## src/rtl/dom_sbox_pkg.sv

```systemverilog
// dom_sbox_pkg: GF(2^2) normal-basis helpers and share-pair indexing for the DOM-masked Canright S-box.
package dom_sbox_pkg;

    function automatic logic [1:0] gf22_mul(input logic [1:0] a, input logic [1:0] b);
        logic t;
        t = (a[1] ^ a[0]) & (b[1] ^ b[0]);
        return {(a[1] & b[1]) ^ t, (a[0] & b[0]) ^ t};
    endfunction

    function automatic logic [1:0] gf22_sq(input logic [1:0] a);
        return {a[0], a[1]};
    endfunction

    function automatic logic [1:0] gf22_scale_n(input logic [1:0] a);
        return {a[0], a[1] ^ a[0]};
    endfunction

    function automatic int num_pairs(input int s);
        return s * (s - 1) / 2;
    endfunction

    // Lexicographic index of the unordered pair {i,j} among s shares; 0 for i==j.
    function automatic int pair_idx(input int s, input int i, input int j);
        int lo, hi;
        lo = (i < j) ? i : j;
        hi = (i < j) ? j : i;
        return (lo == hi) ? 0 : lo * (2 * s - lo - 1) / 2 + hi - lo - 1;
    endfunction

endpackage

```

## src/rtl/dom_gf24_inverter_pipe_if.sv

```systemverilog
// dom_gf24_inverter_pipe_if: operand/result bundle of the masked GF(2^4) inverter.
// RxDI exists only when DOM_INV_OUT_REFRESH_EN is defined.
interface dom_gf24_inverter_pipe_if import dom_sbox_pkg::*; #(
    parameter int SHARES = 2
);
    localparam int NP = num_pairs(SHARES);
    logic                  EnxSI;
    logic                  InValidxSI;
    logic [4*SHARES-1:0]   XxDI;
    logic [6*NP-1:0]       ZxDI;
    logic [4*SHARES-1:0]   QxDO;
    logic                  OutValidxSO;
`ifdef DOM_INV_OUT_REFRESH_EN
    logic [4*(SHARES-1)-1:0] RxDI;
    modport master (output EnxSI, InValidxSI, XxDI, ZxDI, RxDI, input QxDO, OutValidxSO);
    modport slave  (input EnxSI, InValidxSI, XxDI, ZxDI, RxDI, output QxDO, OutValidxSO);
`else
    modport master (output EnxSI, InValidxSI, XxDI, ZxDI, input QxDO, OutValidxSO);
    modport slave  (input EnxSI, InValidxSI, XxDI, ZxDI, output QxDO, OutValidxSO);
`endif
endinterface

```

## src/rtl/dom_gf22_mul_pipe.sv

```systemverilog
// dom_gf22_mul_pipe: DOM-indep GF(2^2) multiplier, one enabled register stage, any share count.
module dom_gf22_mul_pipe import dom_sbox_pkg::*; #(
    parameter int SHARES = 2
) (
    input  logic                              ClkxCI,
    input  logic                              RstxBI,
    input  logic                              EnxSI,
    input  logic [2*SHARES-1:0]               XxDI,
    input  logic [2*SHARES-1:0]               YxDI,
    input  logic [2*num_pairs(SHARES)-1:0]    ZxDI,
    output logic [2*SHARES-1:0]               QxDO
);
    localparam int NT = SHARES * SHARES;

    logic [2*NT-1:0] w_t, r_t;

    // Term (i,j) lives at slot i*SHARES+j; cross terms are blinded before the register.
    always_comb begin
        w_t = '0;
        for (int i = 0; i < SHARES; i++)
            for (int j = 0; j < SHARES; j++)
                w_t[2*(i*SHARES+j) +: 2] = gf22_mul(XxDI[2*i +: 2], YxDI[2*j +: 2])
                    ^ ((i == j) ? 2'b00 : ZxDI[2*pair_idx(SHARES, i, j) +: 2]);
    end

    always_ff @(posedge ClkxCI or negedge RstxBI)
        if (!RstxBI) r_t <= '0;
        else if (EnxSI) r_t <= w_t;

    always_comb begin
        QxDO = '0;
        for (int i = 0; i < SHARES; i++)
            for (int j = 0; j < SHARES; j++)
                QxDO[2*i +: 2] = QxDO[2*i +: 2] ^ r_t[2*(i*SHARES+j) +: 2];
    end
endmodule

```

## src/rtl/dom_gf24_inverter_pipe.sv

```systemverilog
// dom_gf24_inverter_pipe: DOM-masked Canright GF(2^4) inverter, two enabled stages plus optional output register.
// DOM_INV_OUT_REFRESH_EN adds output-share refresh through RxDI and requires OUT_REG=1.
module dom_gf24_inverter_pipe import dom_sbox_pkg::*; #(
    parameter int SHARES  = 2,
    parameter int OUT_REG = 0
) (
    input logic                     ClkxCI,
    input logic                     RstxBI,
    dom_gf24_inverter_pipe_if.slave io
);
    localparam int NP = num_pairs(SHARES);
    localparam int L  = 2 + OUT_REG;
    localparam int W  = 4 * SHARES;

    logic [2*SHARES-1:0] w_a, w_b, w_c, w_e, w_ab, w_ae, w_be;
    logic [2*SHARES-1:0] r_a, r_b, r_c;
    logic [W-1:0]        w_q;
    logic [L-1:0]        r_v;

    for (genvar i = 0; i < SHARES; i++) begin : g_sh
        assign w_a[2*i +: 2] = io.XxDI[4*i+2 +: 2];
        assign w_b[2*i +: 2] = io.XxDI[4*i +: 2];
        assign w_c[2*i +: 2] = gf22_scale_n(gf22_sq(w_a[2*i +: 2] ^ w_b[2*i +: 2]));
        // Squaring in GF(2^2) is inversion, so E is the share of the inverted norm.
        assign w_e[2*i +: 2] = gf22_sq(r_c[2*i +: 2] ^ w_ab[2*i +: 2]);
        assign w_q[4*i +: 4] = {w_be[2*i +: 2], w_ae[2*i +: 2]};
    end

    always_ff @(posedge ClkxCI or negedge RstxBI)
        if (!RstxBI) begin
            r_a <= '0;
            r_b <= '0;
            r_c <= '0;
            r_v <= '0;
        end else if (io.EnxSI) begin
            r_a <= w_a;
            r_b <= w_b;
            r_c <= w_c;
            r_v <= {r_v[L-2:0], io.InValidxSI};
        end

    assign io.OutValidxSO = r_v[L-1];

    dom_gf22_mul_pipe #(.SHARES(SHARES)) u_ab (
        .ClkxCI, .RstxBI, .EnxSI(io.EnxSI),
        .XxDI(w_a), .YxDI(w_b), .ZxDI(io.ZxDI[0 +: 2*NP]), .QxDO(w_ab)
    );

    dom_gf22_mul_pipe #(.SHARES(SHARES)) u_ae (
        .ClkxCI, .RstxBI, .EnxSI(io.EnxSI),
        .XxDI(r_a), .YxDI(w_e), .ZxDI(io.ZxDI[2*NP +: 2*NP]), .QxDO(w_ae)
    );

    dom_gf22_mul_pipe #(.SHARES(SHARES)) u_be (
        .ClkxCI, .RstxBI, .EnxSI(io.EnxSI),
        .XxDI(r_b), .YxDI(w_e), .ZxDI(io.ZxDI[4*NP +: 2*NP]), .QxDO(w_be)
    );

`ifdef DOM_INV_OUT_REFRESH_EN
    logic [W-1:0] w_r;

    // Last share absorbs every R_i so the recombined value is untouched.
    always_comb begin
        w_r = '0;
        for (int i = 0; i < SHARES - 1; i++) begin
            w_r[4*i +: 4] = io.RxDI[4*i +: 4];
            w_r[W-1 -: 4] = w_r[W-1 -: 4] ^ io.RxDI[4*i +: 4];
        end
    end
`endif

    if (OUT_REG != 0) begin : g_oreg
        logic [W-1:0] r_q;
        always_ff @(posedge ClkxCI or negedge RstxBI)
            if (!RstxBI) r_q <= '0;
            else if (io.EnxSI) r_q <= w_q
`ifdef DOM_INV_OUT_REFRESH_EN
                ^ w_r
`endif
                ;
        assign io.QxDO = r_q;
    end else begin : g_comb
`ifdef DOM_INV_OUT_REFRESH_EN
        $error("DOM_INV_OUT_REFRESH_EN requires OUT_REG=1");
`endif
        assign io.QxDO = w_q;
    end
endmodule

```

## src/flat_wrapper.sv

```systemverilog
// flat-port wrapper written by rule: the top's interface ports become plain ports
module dom_gf24_inverter_pipe_flat import dom_sbox_pkg::*;
#(
    parameter int SHARES  = 2,
    parameter int OUT_REG = 0
)
  (ClkxCI, RstxBI, io_EnxSI, io_InValidxSI, io_XxDI, io_ZxDI, io_QxDO, io_OutValidxSO);
  dom_gf24_inverter_pipe_if #(.SHARES(SHARES)) io_i ();
  input logic ClkxCI;
  input logic RstxBI;
  input wire logic [$bits(io_i.EnxSI)-1:0] io_EnxSI;
  input wire logic [$bits(io_i.InValidxSI)-1:0] io_InValidxSI;
  input wire logic [$bits(io_i.XxDI)-1:0] io_XxDI;
  input wire logic [$bits(io_i.ZxDI)-1:0] io_ZxDI;
  output wire logic [$bits(io_i.QxDO)-1:0] io_QxDO;
  output wire logic [$bits(io_i.OutValidxSO)-1:0] io_OutValidxSO;
  assign io_i.EnxSI = io_EnxSI;
  assign io_i.InValidxSI = io_InValidxSI;
  assign io_i.XxDI = io_XxDI;
  assign io_i.ZxDI = io_ZxDI;
  assign io_QxDO = io_i.QxDO;
  assign io_OutValidxSO = io_i.OutValidxSO;
  dom_gf24_inverter_pipe #(.SHARES(SHARES), .OUT_REG(OUT_REG)) u_core (.ClkxCI(ClkxCI), .RstxBI(RstxBI), .io(io_i));
endmodule
```

## config.mk

```make
export PLATFORM = sky130hd
export DESIGN_NAME = dom_gf24_inverter_pipe_flat
export DESIGN_NICKNAME = d
export VERILOG_FILES = /design/src/rtl/dom_sbox_pkg.sv /design/src/rtl/dom_gf24_inverter_pipe_if.sv /design/src/rtl/dom_gf22_mul_pipe.sv /design/src/rtl/dom_gf24_inverter_pipe.sv /design/src/flat_wrapper.sv
export SDC_FILE = /design/constraint.sdc
export NUM_CORES = 1
export LEC_CHECK = 0
export ABC_AREA = 1
export CORE_MARGIN = 4
export CORE_UTILIZATION = 35
export CTS_BUF_LIST = sky130_fd_sc_hd__clkbuf_2
export DETAILED_ROUTE_END_ITERATION = 10
export DONT_BUFFER_PORTS = 1
export GPL_TIMING_DRIVEN = 0
export MAX_ROUTING_LAYER = met4
export PLACE_DENSITY = 0.59
export RECOVER_POWER = 25
export REMOVE_ABC_BUFFERS = 1
export SETUP_SLACK_MARGIN = 0.2
export SYNTH_ARGS = -nofsm -noshare
export SYNTH_HDL_FRONTEND = slang
export SYNTH_SLANG_ARGS = --single-unit
```

## constraint.sdc

```tcl
create_clock -name ClkxCI -period 1.4 [get_ports ClkxCI]
set_input_delay 0.14 -clock ClkxCI [delete_from_list [all_inputs] [get_ports ClkxCI]]
set_output_delay 0.14 -clock ClkxCI [all_outputs]
set_load 0.02 [all_outputs]
```

==> results of run 1 <==
worst register-to-register path: stages (launching register included):
cell	delay, ns
dfrtp_1	0.46
xnor2_2	0.20
inv_1	0.07
nand2_2	0.07
nand2_4	0.10
inv_4	0.09
nand2_2	0.09
nand2_8	0.11
nand2_4	0.06
inv_2	0.05
nand2_1	0.04
nand3_1	0.07
nand2_1	0.05
layout make-up:
class	count	area, µm²	area share
Multi-Input combinational cell	225	1390	0.485
Sequential cell	38	951	0.331
Timing Repair Buffer	29	267	0.0928
Inverter	32	125	0.0436
Tap cell	77	96.3	0.0336
Clock buffer	6	30.0	0.0105
Clock inverter	2	8.76	0.00305
state kept, by name (all words and copies together), names as in the netlist:
name / count
u_core.r_a: 4
u_core.r_b: 4
u_core.r_c: 4
u_core.r_v: 2
u_core.u_ab.r_t: 8
u_core.u_ae.r_t: 8
u_core.u_be.r_t: 8
power groups by stage:
stage	sequential [mW]	clock, mW	combinational, mW
2_1_floorplan	1.51	0	1.31
3_3_place_gp	1.54	0	1.53
3_5_place_dp	1.55	0	1.55
4_1_cts	1.59	0.512	1.91
5_1_grt	1.63	0.555	2.25
6_report	1.59	0.476	2.03
kinds of logic after synthesis:
kind of cell | Yosys count | share of synthesized area
adders and majority gates | 4 | 0.0214
AOI/OAI and AO/OA | 32 | 0.0686
and+or+nand+nor | 149 | 0.288
DFF | 38 | 0.407
buffers and inverters | 40 | 0.0653
xor gates and xnor gates | 40 | 0.150
Yosys cell counts:
library cell  count  share of area
buf_2             2         0.0043
clkbuf_1          6         0.0096
dfrtp_1          38           0.41
ha_1              4          0.021
inv_1            27          0.043
inv_2             5         0.0080
nand2_1          97           0.16
nand2_2          11          0.029
nand2_4           5          0.024
nand3_1          20          0.043
nand3b_1          2         0.0064
nand4_1           4          0.011
nor2_1            8          0.013
nor2_2            2         0.0054
o21ai_0          26          0.056
o21ai_1           6          0.013
xnor2_1          12          0.045
xor2_1           28           0.10
timing repair:
action / 4_1_cts / 5_1_grt
gates cloned: 0 / 0
resized for setup: 26 / 12
hold endpoints to repair: 63 / 22
setup endpoints to repair: 24 / 25
pin swaps: 22 / 19
hold buffers: 6 / 11
buffers inserted: 11 / 2
worst paths after layout:
check	to	slack (ns)
worst min register to register	u_core.u_ab.r_t[7]	0.54
worst min-delay path	u_core.u_ae.r_t[4]	-0.02
worst max-delay path	u_core.u_be.r_t[7]	-0.12
worst max register to register	u_core.u_be.r_t[7]	-0.12
min in group asynchronous	u_core.r_b[1]	0.42
max in group asynchronous	u_core.u_ae.r_t[7]	0.41
metal layers:
metal  vias up  global-route usage  share of wire
li1        990                   -              -
met1       868               0.167           0.44
met2        47               0.221           0.49
met3         9              0.0456          0.050
met4         0              0.0514          0.019
met5         -                   -              0
==> metrics.txt, run 1 <==
WHS Path Cells 3; Initial Utilization 0.364; Syn Inst Count 303; final wirelength 5250 µm; Die Height 89.7 µm; CTS sink count 38; worst slew pin tran 1.08 ns; quantity of I/O buffers inserted on ports 0; via count 1914; status complete, but fails checks; Tot Pwr 4.10 mW; Max IR drop VDD 0.655 mV; PwrDens 1430 nW/µm²; row cnt 29; Setup Viol. Count Final 16; CTS tree done; FF-to-FF path depth 12; WL/cell 12.8 µm; Net Sw Power 1.83 mW; Worst Setup End Kind register; final hold slack -0.0160 ns; Finished Core Util 0.447; clock share of power 0.116; number of diodes 0; Pins Over Slew Limit 0; critical path launch point u_core.u_ab.r_t[6]; fin area 2870 µm²; maximum clock frequency 656 MHz; register area share after synthesis 0.407; minimum clock period 1.52 ns; Horiz. Die Dim 89.7 µm; top cell family by delay on the critical path simple AND/OR/NAND/NOR gates; Arr. time, crit path 1.81 ns; # fillers 649; Worst Setup Start Kind register; Stages on worst setup path 12; register share of total power 0.388; CTS root buf clkbuf_2; Placed Area 2400 µm²; setup TNS -1.14 ns; synth-to-layout area growth 22.9%; clock skew 0.00638 ns; critical path class reg -> reg; Max Cap Violations 0; dpl cells 372; DRT Pass-1 Iters 4; crit path buf inv count 3; Mapped Area 2340 µm²; io pins 27; Hold Startpoint io_ZxDI[2]; DP Wirelength 3490 µm; initial antenna violation count 0; Final Wtd Congestion 0.864; die area 8050 µm²; commonest non-fill, non-tap cell in the layout nand2_1; r2r startpoint u_core.u_ab.r_t[6]; Net Sw Frac 0.447; vias per inst 4.68; total CTS buffers 5; Unique masters post-synth 18; slowest cell on the critical path dfrtp_1; Final #Nets 353; static leakage 1.43 nW; Pint 2.27 mW; fin crit share 1.09; Gate power share 0.495; total track usage 0.140; Final Hold Viols 1; H-Tree Depth 2; Worst EP required 1.69 ns; GRT overflow 0; core area 6420 µm²; crit-path max cell delay 0.46 ns; Placement Setup Slack -0.130 ns; most frequent cells in the layout nand2_1, dfrtp_1, inv_1; 1st-iter DRT viols 85; share of post-route cells with drive strength above 1 0.214; largest net degree at the start of global routing 43; Synth warnings 0; DRT antenna net count 0; fin cells 409; Worst-path clk slew 0.18 ns; DRC Markers 0; Mean Syn Cell Area 7.71 µm²; vias in the first global route 1934; first-pass GRT wire length 8470 µm; Seq cells post-synth 38; slew margin rel. 0.280; RSZ-0062 raised after global routing yes; worst-skew pair later-pin latency 0.37 ns; CTS Buffer Depth 2; setup ws final -0.125 ns; HP Class in -> reg; violated checks negative hold slack, negative setup slack; crit path max fanout 6; worst-path cell chain xnor2_2, inv_1, nand2_2, nand2_4, inv_4, nand2_2, nand2_8, nand2_4, inv_2, nand2_1, nand3_1, nand2_1
(Power assumes the default switching activity.)
==> inputs of run 2 (changes only) <==
GPL_TIMING_DRIVEN = default   (was 0)
==> run 2 against run 1 <==
Net effect: the flow still finishes with violations (negative hold slack, negative setup slack); total power barely moved; first-iteration DRC count is 14% lower; register-to-register slack better by 0.04 ns; critical path depth down 2; largest cell class unchanged; highest routed layer unchanged; hold slack got worse by 0.16 ns; setup slack gained 0.044 ns.
==> metrics.txt, run 2 (synthesized netlist as in run 1, its figures left out) <==
worst slew pin tran 0.961 ns (was 1.08 ns); Arr. time, crit path 1.84 ns (was 1.81 ns); Tot Pwr 4.10 mW (about the same); Initial Utilization 0.364 (unchanged); CTS tree done (unchanged); DP Wirelength 3730 µm (was 3490 µm); row cnt 29 (unchanged); quantity of I/O buffers inserted on ports 0 (unchanged); FF/Latch Area 951 µm² (unchanged); Horiz. Die Dim 89.7 µm (unchanged); multi-input logic area 1410 µm² (was 1390 µm²); largest net degree at the start of global routing 43 (unchanged); final wirelength 5090 µm (was 5250 µm); Final Wtd Congestion 0.857 (was 0.864); synth-to-layout area growth 18.9% (was 22.9%); HP Class in -> reg (unchanged); PwrDens 1480 nW/µm² (was 1430 nW/µm²); DRT antenna net count 0 (unchanged); Finished Core Util 0.432 (was 0.447); CTS Buffer Depth 2 (unchanged); CTS sink count 38 (unchanged); minimum clock period 1.48 ns (was 1.52 ns); fin crit share 1.06 (was 1.09); # fillers 652 (was 649); share of post-route cells with drive strength above 1 0.238 (was 0.214); number of diodes 0 (unchanged); WL/cell 12.7 µm (was 12.8 µm); violated checks negative hold slack, negative setup slack (unchanged); GRT overflow 0 (unchanged); io pins 27 (unchanged); clock skew 0.0130 ns (was 0.00638 ns); setup ws final -0.0804 ns (was -0.125 ns); Setup Viol. Count Final 14 (was 16); Final Hold Viols 22 (was 1); Pins Over Slew Limit 0 (unchanged); cts hold-fix bufs 5 (was 6); Worst Setup Start Kind register (unchanged); crit path max fanout 6 (unchanged); Max Cap Violations 0 (unchanged); Worst Setup End Kind register (unchanged); Final #Nets 344 (was 353); static leakage 1.39 nW (was 1.43 nW); slew margin rel. 0.360 (was 0.280); status complete, but fails checks (unchanged); final hold slack -0.180 ns (was -0.0160 ns); most frequent cells in the layout nand2_1, dfrtp_1, inv_1 (unchanged); Worst-path clk slew 0.20 ns (was 0.18 ns); die area 8050 µm² (unchanged); total track usage 0.147 (was 0.140); first-pass GRT wire length 8840 µm (was 8470 µm); CTS root buf clkbuf_2 (unchanged); DRT Pass-1 Iters 4 (unchanged); commonest non-fill, non-tap cell in the layout nand2_1 (unchanged); initial antenna violation count 0 (unchanged); Die Height 89.7 µm (unchanged); Max IR drop VDD 0.694 mV (was 0.655 mV); worst-skew pair later-pin latency 0.40 ns (was 0.37 ns); DRC Markers 0 (unchanged); critical path class reg -> reg (unchanged); vias per inst 4.65 (was 4.68); via count 1859 (was 1914); total CTS buffers 5 (unchanged); Largest regs u_core.u_ab.r_t (8), u_core.u_ae.r_t (8), u_core.u_be.r_t (8) (unchanged); Worst EP required 1.76 ns (was 1.69 ns); core area 6420 µm² (unchanged); maximum clock frequency 675 MHz (was 656 MHz); H-Tree Depth 2 (unchanged); RSZ-0062 raised after global routing yes (unchanged); vias in the first global route 1886 (was 1934); 1st-iter DRT viols 73 (was 85)
-- run 2: cell types whose count changed in the layout (fill, tap and decap cells not counted), sizes merged --
cell	delta
dlygate4sd3	-10
buf	+1
-- run 2: per-layer routing --
layer | vias to the layer above | track usage | part of all wire
li1 | 969 | - | -
met1 | 843 | 0.189 | 0.47
met2 | 40 | 0.229 | 0.46
met3 | 7 | 0.0392 | 0.059
met4 | 0 | 0.0365 | 0.0085
met5 | - | - | 0
-- run 2: area by class of cell --
type | count | area share
inverter | 32 | 0.0459
sequential | 38 | 0.342
clock buffer | 6 | 0.0108
tap | 77 | 0.0347
clock inverter | 2 | 0.00315
timing repair buffer | 20 | 0.0568
multi-input combinational | 225 | 0.506
-- run 2: repair_timing --
action                                  in CTS  in global routing
pin swaps                                   16                 13
setup buffers                                3                  1
resized for setup                           22                 21
endpoints found under the setup margin      24                 24
gates cloned                                 0                  0
hold endpoints to repair                    63                 22
-- run 2: per-stage QoR --
step           instances  instance area (µm²)  setup slack [ns]  setup TNS (ns)  hold slack, ns
4_1_cts              399                 2710           -0.0707          -0.735          -0.204
3_3_place_gp         383                 2480           -0.0498          -0.280          -0.154
2_1_floorplan        295                 2300            0.0583               0          -0.156
3_5_place_dp         383                 2480           -0.0565          -0.297          -0.154
5_1_grt              400                 2780            -0.207           -2.73          -0.220
6_report             400                 2780           -0.0804          -0.493          -0.180
-- run 2: final timing paths --
| check | depth (start not counted) | from | slack, ns | endpoint |
|---|---|---|---|---|
| setup reg to reg | 10 | u_core.u_ab.r_t[4] | -0.08 | u_core.u_be.r_t[7] |
| hold / removal | 2 | io_EnxSI | -0.18 | u_core.u_be.r_t[7] |
| min in group asynchronous | 2 | RstxBI | 0.40 | u_core.u_ae.r_t[6] |
| setup / recovery | 10 | u_core.u_ab.r_t[4] | -0.08 | u_core.u_be.r_t[7] |
| hold reg to reg | 2 | u_core.r_v[0] | 0.53 | u_core.r_v[1] |
| max in group asynchronous | 2 | RstxBI | 0.41 | u_core.u_ae.r_t[2] |
-- run 2: worst max-delay path: stages, from the launching register on --
cell and delay [ns]:
dfrtp_1 0.44, xnor2_1 0.20, inv_1 0.07, nand2_2 0.07
nand2_4 0.09, buf_4 0.16, nor2_1 0.16, inv_1 0.06
nand2_1 0.08, nand3_2 0.07, nand2_1 0.05
-- run 2: power by group --
group	switching, mW	internal [mW]
logic	1.21	0.804
registers	0.239	1.34
clock network	0.374	0.123
==> inputs of run 3 (changes only) <==
PLACE_DENSITY = 0.57   (was 0.59)
clock period = 1.5 ns   (was 1.4 ns; I/O delays follow)
==> run 3 against run 2 <==
Net effect: the run still ends with negative hold slack, negative setup slack left; setup slack better by 0.053 ns; first-iteration DRC count is 47% higher; utilization is 2.8 points higher; critical path depth is 1 higher; hold slack better by 0.015 ns; flip-flop and latch count stayed put; register-to-register slack better by 0.05 ns; clock-buffer cell count is 1 lower; design area is 6.6% higher; total power is 4.9% higher; die area stayed put; clock skew is 0.012 ns higher; largest cell class unchanged.
==> metrics.txt, run 3 (synthesized netlist as in run 1, its figures left out) <==
synth-to-layout area growth 26.7% (was 18.9%); DRC Markers 0 (unchanged); 1st-iter DRT viols 107 (was 73); Pins Over Slew Limit 0 (unchanged); share of post-route cells with drive strength above 1 0.270 (was 0.238); total track usage 0.150 (was 0.147); Die Height 89.7 µm (unchanged); DP Wirelength 3570 µm (was 3730 µm); HP Class in -> reg (unchanged); first-pass GRT wire length 9000 µm (was 8840 µm); quantity of I/O buffers inserted on ports 0 (unchanged); largest net degree at the start of global routing 43 (unchanged); crit path max fanout 7 (was 6); minimum clock period 1.53 ns (was 1.48 ns); CTS sink count 38 (unchanged); CTS tree done (unchanged); CTS Buffer Depth 2 (unchanged); Setup Viol. Count Final 1 (was 14); final wirelength 5460 µm (was 5090 µm); WL/cell 13.3 µm (was 12.7 µm); cts hold-fix bufs 13 (was 5); core area 6420 µm² (unchanged); CTS root buf clkbuf_2 (unchanged); status complete, but fails checks (unchanged); final hold slack -0.165 ns (was -0.180 ns); Largest regs u_core.u_ab.r_t (8), u_core.u_ae.r_t (8), u_core.u_be.r_t (8) (unchanged); Worst Setup End Kind register (unchanged); H-Tree Depth 2 (unchanged); Max Cap Violations 0 (unchanged); number of diodes 0 (unchanged); via count 2002 (was 1859); setup ws final -0.0278 ns (was -0.0804 ns); vias in the first global route 1938 (was 1886); Worst Setup Start Kind register (unchanged); fin cells 410 (was 400); maximum clock frequency 655 MHz (was 675 MHz); DRT Pass-1 Iters 4 (unchanged); die area 8050 µm² (unchanged); most frequent cells in the layout nand2_1, dfrtp_1, inv_1 (unchanged); Worst-path clk slew 0.21 ns (was 0.20 ns); io pins 27 (unchanged); dpl cells 373 (was 383); initial antenna violation count 0 (unchanged); Arr. time, crit path 1.87 ns (was 1.84 ns); worst slew pin tran 0.951 ns (was 0.961 ns); critical path class reg -> reg (unchanged); violated checks negative hold slack, negative setup slack (unchanged); row cnt 29 (unchanged); DRT antenna net count 0 (unchanged); total CTS buffers 5 (unchanged); Final #Nets 354 (was 344); PwrDens 1450 nW/µm² (was 1480 nW/µm²); Worst EP required 1.85 ns (was 1.76 ns); worst-skew pair later-pin latency 0.41 ns (was 0.40 ns); Horiz. Die Dim 89.7 µm (unchanged); fin crit share 1.02 (was 1.06); Max IR drop VDD 0.505 mV (was 0.694 mV); Final Wtd Congestion 0.838 (was 0.857); commonest non-fill, non-tap cell in the layout nand2_1 (unchanged); static leakage 1.47 nW (was 1.39 nW); Initial Utilization 0.364 (unchanged); GRT overflow 0 (unchanged); slew margin rel. 0.366 (was 0.360); RSZ-0062 raised after global routing yes (unchanged); vias per inst 4.88 (was 4.65); clock skew 0.0248 ns (was 0.0130 ns); setup TNS -0.0278 ns (was -0.493 ns); Final Hold Viols 15 (was 22)
run 3: changes by cell type in the layout (fill, tap and decap cells not counted), sizes merged:
cell,delta
dlygate4sd3,+7
buf,+3
bufinv,+2
clkbuf,-1
clkinv,-1
run 3: layer usage:
layer  share of wire  track usage  wire length (µm)
met3           0.055       0.0392               302
met2            0.45        0.217              2440
met5               0            -                 0
met4           0.032       0.0717               173
met1            0.47        0.195              2540
run 3: timing repair:
| action | in CTS | in global routing |
|---|---|---|
| cloned | 0 | 0 |
| endpoints found under the hold margin | 63 | 15 |
| pin swaps | 20 | 22 |
| setup endpoints to repair | 24 | 31 |
| buffers inserted | 15 | 2 |
| resized for setup | 22 | 36 |
run 3: final timing paths:
path	slack (ns)	endpoint	cells past startpoint	startpoint
min in group asynchronous	0.37	u_core.r_a[1]	2	RstxBI
setup reg to reg	-0.03	u_core.u_ae.r_t[7]	11	u_core.u_ab.r_t[6]
max in group asynchronous	0.52	u_core.r_b[2]	2	RstxBI
hold / removal	-0.16	u_core.r_a[2]	1	io_EnxSI
hold reg to reg	0.53	u_core.r_v[1]	2	u_core.r_v[0]
setup / recovery	-0.03	u_core.u_ae.r_t[7]	11	u_core.u_ab.r_t[6]
run 3: where the power goes:
| group | internal (mW) | switching [mW] |
|---|---|---|
| clock | 0.443 | 0.374 |
| sequential | 1.25 | 0.239 |
| combinational | 0.814 | 1.18 |
run 3: worst max-delay path: stages (launching register included):
cell and delay, ns:
dfrtp_1 0.46, xnor2_2 0.18, inv_1 0.07, nand2_2 0.07, nand2_4 0.10, inv_4 0.10, nand2_4 0.05, nand2_4 0.10
nand2_2 0.06, o21ai_1 0.08, nand3_1 0.11, nand2_1 0.09
run 3: stage by stage:
stage	area [µm²]	utilization	total power [mW]	setup slack, ns
after CTS	2860	0.445	4.13	0.0415
after global routing	2960	0.461	4.59	-0.121
after floorplan	2300	-	2.64	0.158
final	2960	0.461	4.30	-0.0278
after global placement	2410	0.375	2.86	0.0331
after detailed placement	2410	0.375	2.87	0.00782
run 3: area by class of cell:
type                       count  area, µm²
fill                         645       3460
sequential                    38        951
tap                           77       96.3
inverter                      32        130
clock inverter                 3       63.8
clock buffer                   5       25.0
timing repair buffer          30        258
multi-input combinational    225       1440
==> RTL change, RTL diff (flow settings as in run 1) <==
`SHARES` is set to 2 in 4 places; all go to 4.
--- a/src/rtl/dom_gf24_inverter_pipe_if.sv
+++ b/src/rtl/dom_gf24_inverter_pipe_if.sv
@@ -3,3 +3,3 @@
 interface dom_gf24_inverter_pipe_if import dom_sbox_pkg::*; #(
-    parameter int SHARES = 2
+    parameter int SHARES = 4
 );
--- a/src/rtl/dom_gf22_mul_pipe.sv
+++ b/src/rtl/dom_gf22_mul_pipe.sv
@@ -2,3 +2,3 @@
 module dom_gf22_mul_pipe import dom_sbox_pkg::*; #(
-    parameter int SHARES = 2
+    parameter int SHARES = 4
 ) (
--- a/src/rtl/dom_gf24_inverter_pipe.sv
+++ b/src/rtl/dom_gf24_inverter_pipe.sv
@@ -3,3 +3,3 @@
 module dom_gf24_inverter_pipe import dom_sbox_pkg::*; #(
-    parameter int SHARES  = 2,
+    parameter int SHARES  = 4,
     parameter int OUT_REG = 0
--- a/src/flat_wrapper.sv
+++ b/src/flat_wrapper.sv
@@ -3,3 +3,3 @@
 #(
-    parameter int SHARES  = 2,
+    parameter int SHARES  = 4,
     parameter int OUT_REG = 0
Interface: changed (resized io_QxDO, io_XxDI and io_ZxDI); port bits go from 27 to 73. No check against the original RTL was run, so the function may have changed too.
==> RTL change against run 1 <==
Wire length grew to 6.0 times the old value; area after synthesis grew to 4.1 times the old value; cell area rose to 4.5 times the old value; clock skew rose by 45 ps; worst setup slack got worse by 290 ps; the flow still finishes with violations (negative hold slack, negative setup slack); synthesized cell count increased to 4.4 times the old value; maximum frequency down 16%; critical path type is now reg2out; sequential cell count grew 84; power grew to 6.0 times the old value; first-iteration DRC count rose to 13 times the old value; sequential share of layout area is 9.4 points lower.
==> RTL change: results (changes against run 1) <==
[outcome]
status = complete, but fails checks  ; unchanged
violations = negative hold slack, negative setup slack  ; unchanged

[cts]
clk_latency_ps = 750  ; was 370 ps
cts_made_buffers = 17  ; was 5
htree_levels = 4  ; was 2

[finish]
n_fill_cell = 2411  ; was 649
drive_gt1_share_pct = 34.88  ; was 21.39%
syn2layout_area_growth_pct = 36.59  ; was 22.92%

[detailed_routing]
viasPerCell = 5.279  ; was 4.680
routedWlPerCell_um = 17.89  ; was 12.83 um
drt-pass1-iter-count = 6  ; was 4

[logic_synthesis]
seq_area_frac_synth_pct = 32.19  ; was 40.71%
yosys.cell_types.count = 25  ; was 18
synth_common_cells = 488 x nand2_1, 142 x inv_1, 141 x nand3_1  ; was 97 x nand2_1, 38 x dfrtp_1, 28 x xor2_1
yosys-top-cells-area = dfrtp_1 32%, nand2_1 19%, nand3_1 7.4%  ; was dfrtp_1 41%, nand2_1 16%, xor2_1 10%

[global_routing]
antenna_found_initial = 6  ; was 0
grt_pass1_vias = 8553  ; was 1934
grtUsageTotal_pct = 20.26  ; was 14.03%
grt_max_degree = 123  ; was 43

[power]
leakage_nw = 6.312  ; was 1.434 nW
irDropWorstVdd_uv = 704.7  ; was 655.0 uV

[timing]
finalSetupTns_ps = -25230  ; was -1136 ps
setup_viol = 80  ; was 16
holdWs_ps = -942.8  ; was -16.01 ps
finalWorstSetupSlack_ps = -413.0  ; was -124.8 ps
hold_viol_final = 211  ; was 1

[critical_path]
worstPathMaxFanout = 2  ; was 6
worstPathArrival_ps = 1670  ; was 1810 ps

[place]
gp_congestion = 0.8987  ; was 0.8641
dp_hpwl_mm = 19.32  ; was 3.486 mm

[worst_hold_path]
hold_path_class = in2async  ; was in2reg

RTL change: cell count changes in the layout (fill, tap and decap cells not counted), moves of 60 or more:
cell	run 1	this run
dfrtp_1	38	105
nand4_1	4	64
nand2_1	86	365
nand2_2	16	116
nand3_2	5	82
inv_1	27	124
RTL change: critical path: stages (launching register included):
cell and delay, ps:
dfrtp_1 440, xnor2_1 160, xnor2_2 330
RTL change: where the power goes:
part           switching [W]  leakage (nW)  total, W  internal [W]
registers            0.00108          1.47   0.00560       0.00452
logic                0.00950          4.67    0.0162       0.00667
clock network        0.00142         0.167   0.00277       0.00135
total                 0.0120          6.31    0.0245        0.0125
RTL change: cell type report:
cell class	count	share of cell area [%]
clock buffers	21	0.8112
clock inverters	10	1.342
well taps	335	3.235
multi-input cells	1004	55.83
inverters	146	4.249
flip-flops and latches	122	23.73
repair buffers	116	10.69
diodes	6	0.1159
RTL change: timing repair:
action | CTS | global route
endpoints found under the setup margin | 81 | 88
pin swaps | 82 | 133
cloned | 4 | 3
gates resized for setup | 215 | 200
hold endpoints to repair | 244 | 211
buffers inserted | 55 | 19
RTL change: routing by layer:
metal,up-vias,global-route usage [%],share of wire [%]
met5,-,-,0
met1,4372,26.25,41
met4,0,6.786,3.9
met2,455,30.80,45
met3,93,5.590,9.5
li1,4371,-,-
RTL change: cell families (layout without fill, tap and decap cells):
kind of cell / after synthesis / after routing / share of synthesized area [%]
AO/OA/AOI/OAI: 58 / 58 / 3.060
XOR/XNOR: 136 / 136 / 14.30
adder cells (fa/ha/maj): 8 / 8 / 1.055
buffers and inverters: 205 / 293 / 9.365
flip-flops: 122 / 122 / 32.19
other: 0 / 6 / 0
AND/OR/NAND/NOR: 799 / 802 / 40.03
RTL change: path summary, 6_finish.rpt:
kind                       depth (start not counted)  slack [ps]                 from                   to
max reg2reg                                       11        -410   u_core.u_ab.r_t[2]   u_core.u_be.r_t[9]
min                                                0        -940               RstxBI        u_core.r_b[2]
min reg2reg                                        2         520  u_core.u_ae.r_t[10]  u_core.u_ae.r_t[10]
max in group asynchronous                          0        2140               RstxBI  u_core.u_ab.r_t[14]
min in group ClkxCI                                1        -540             io_EnxSI        u_core.r_v[0]
max                                                2        -410   u_core.u_be.r_t[3]           io_QxDO[3]
RTL change: through the flow:
stage,hold WS (ps),std cells,power (W),setup slack (ps)
after floorplan,-155.6,1269,0.01309,-975.0
after global placement,-145.5,1604,0.01505,-2156
after detailed placement,-144.7,1605,0.01522,-640.3
after CTS,-992.5,1733,0.02235,-484.0
after global routing,-1033,1760,0.02581,-526.7
final,-942.8,1760,0.02453,-413.0
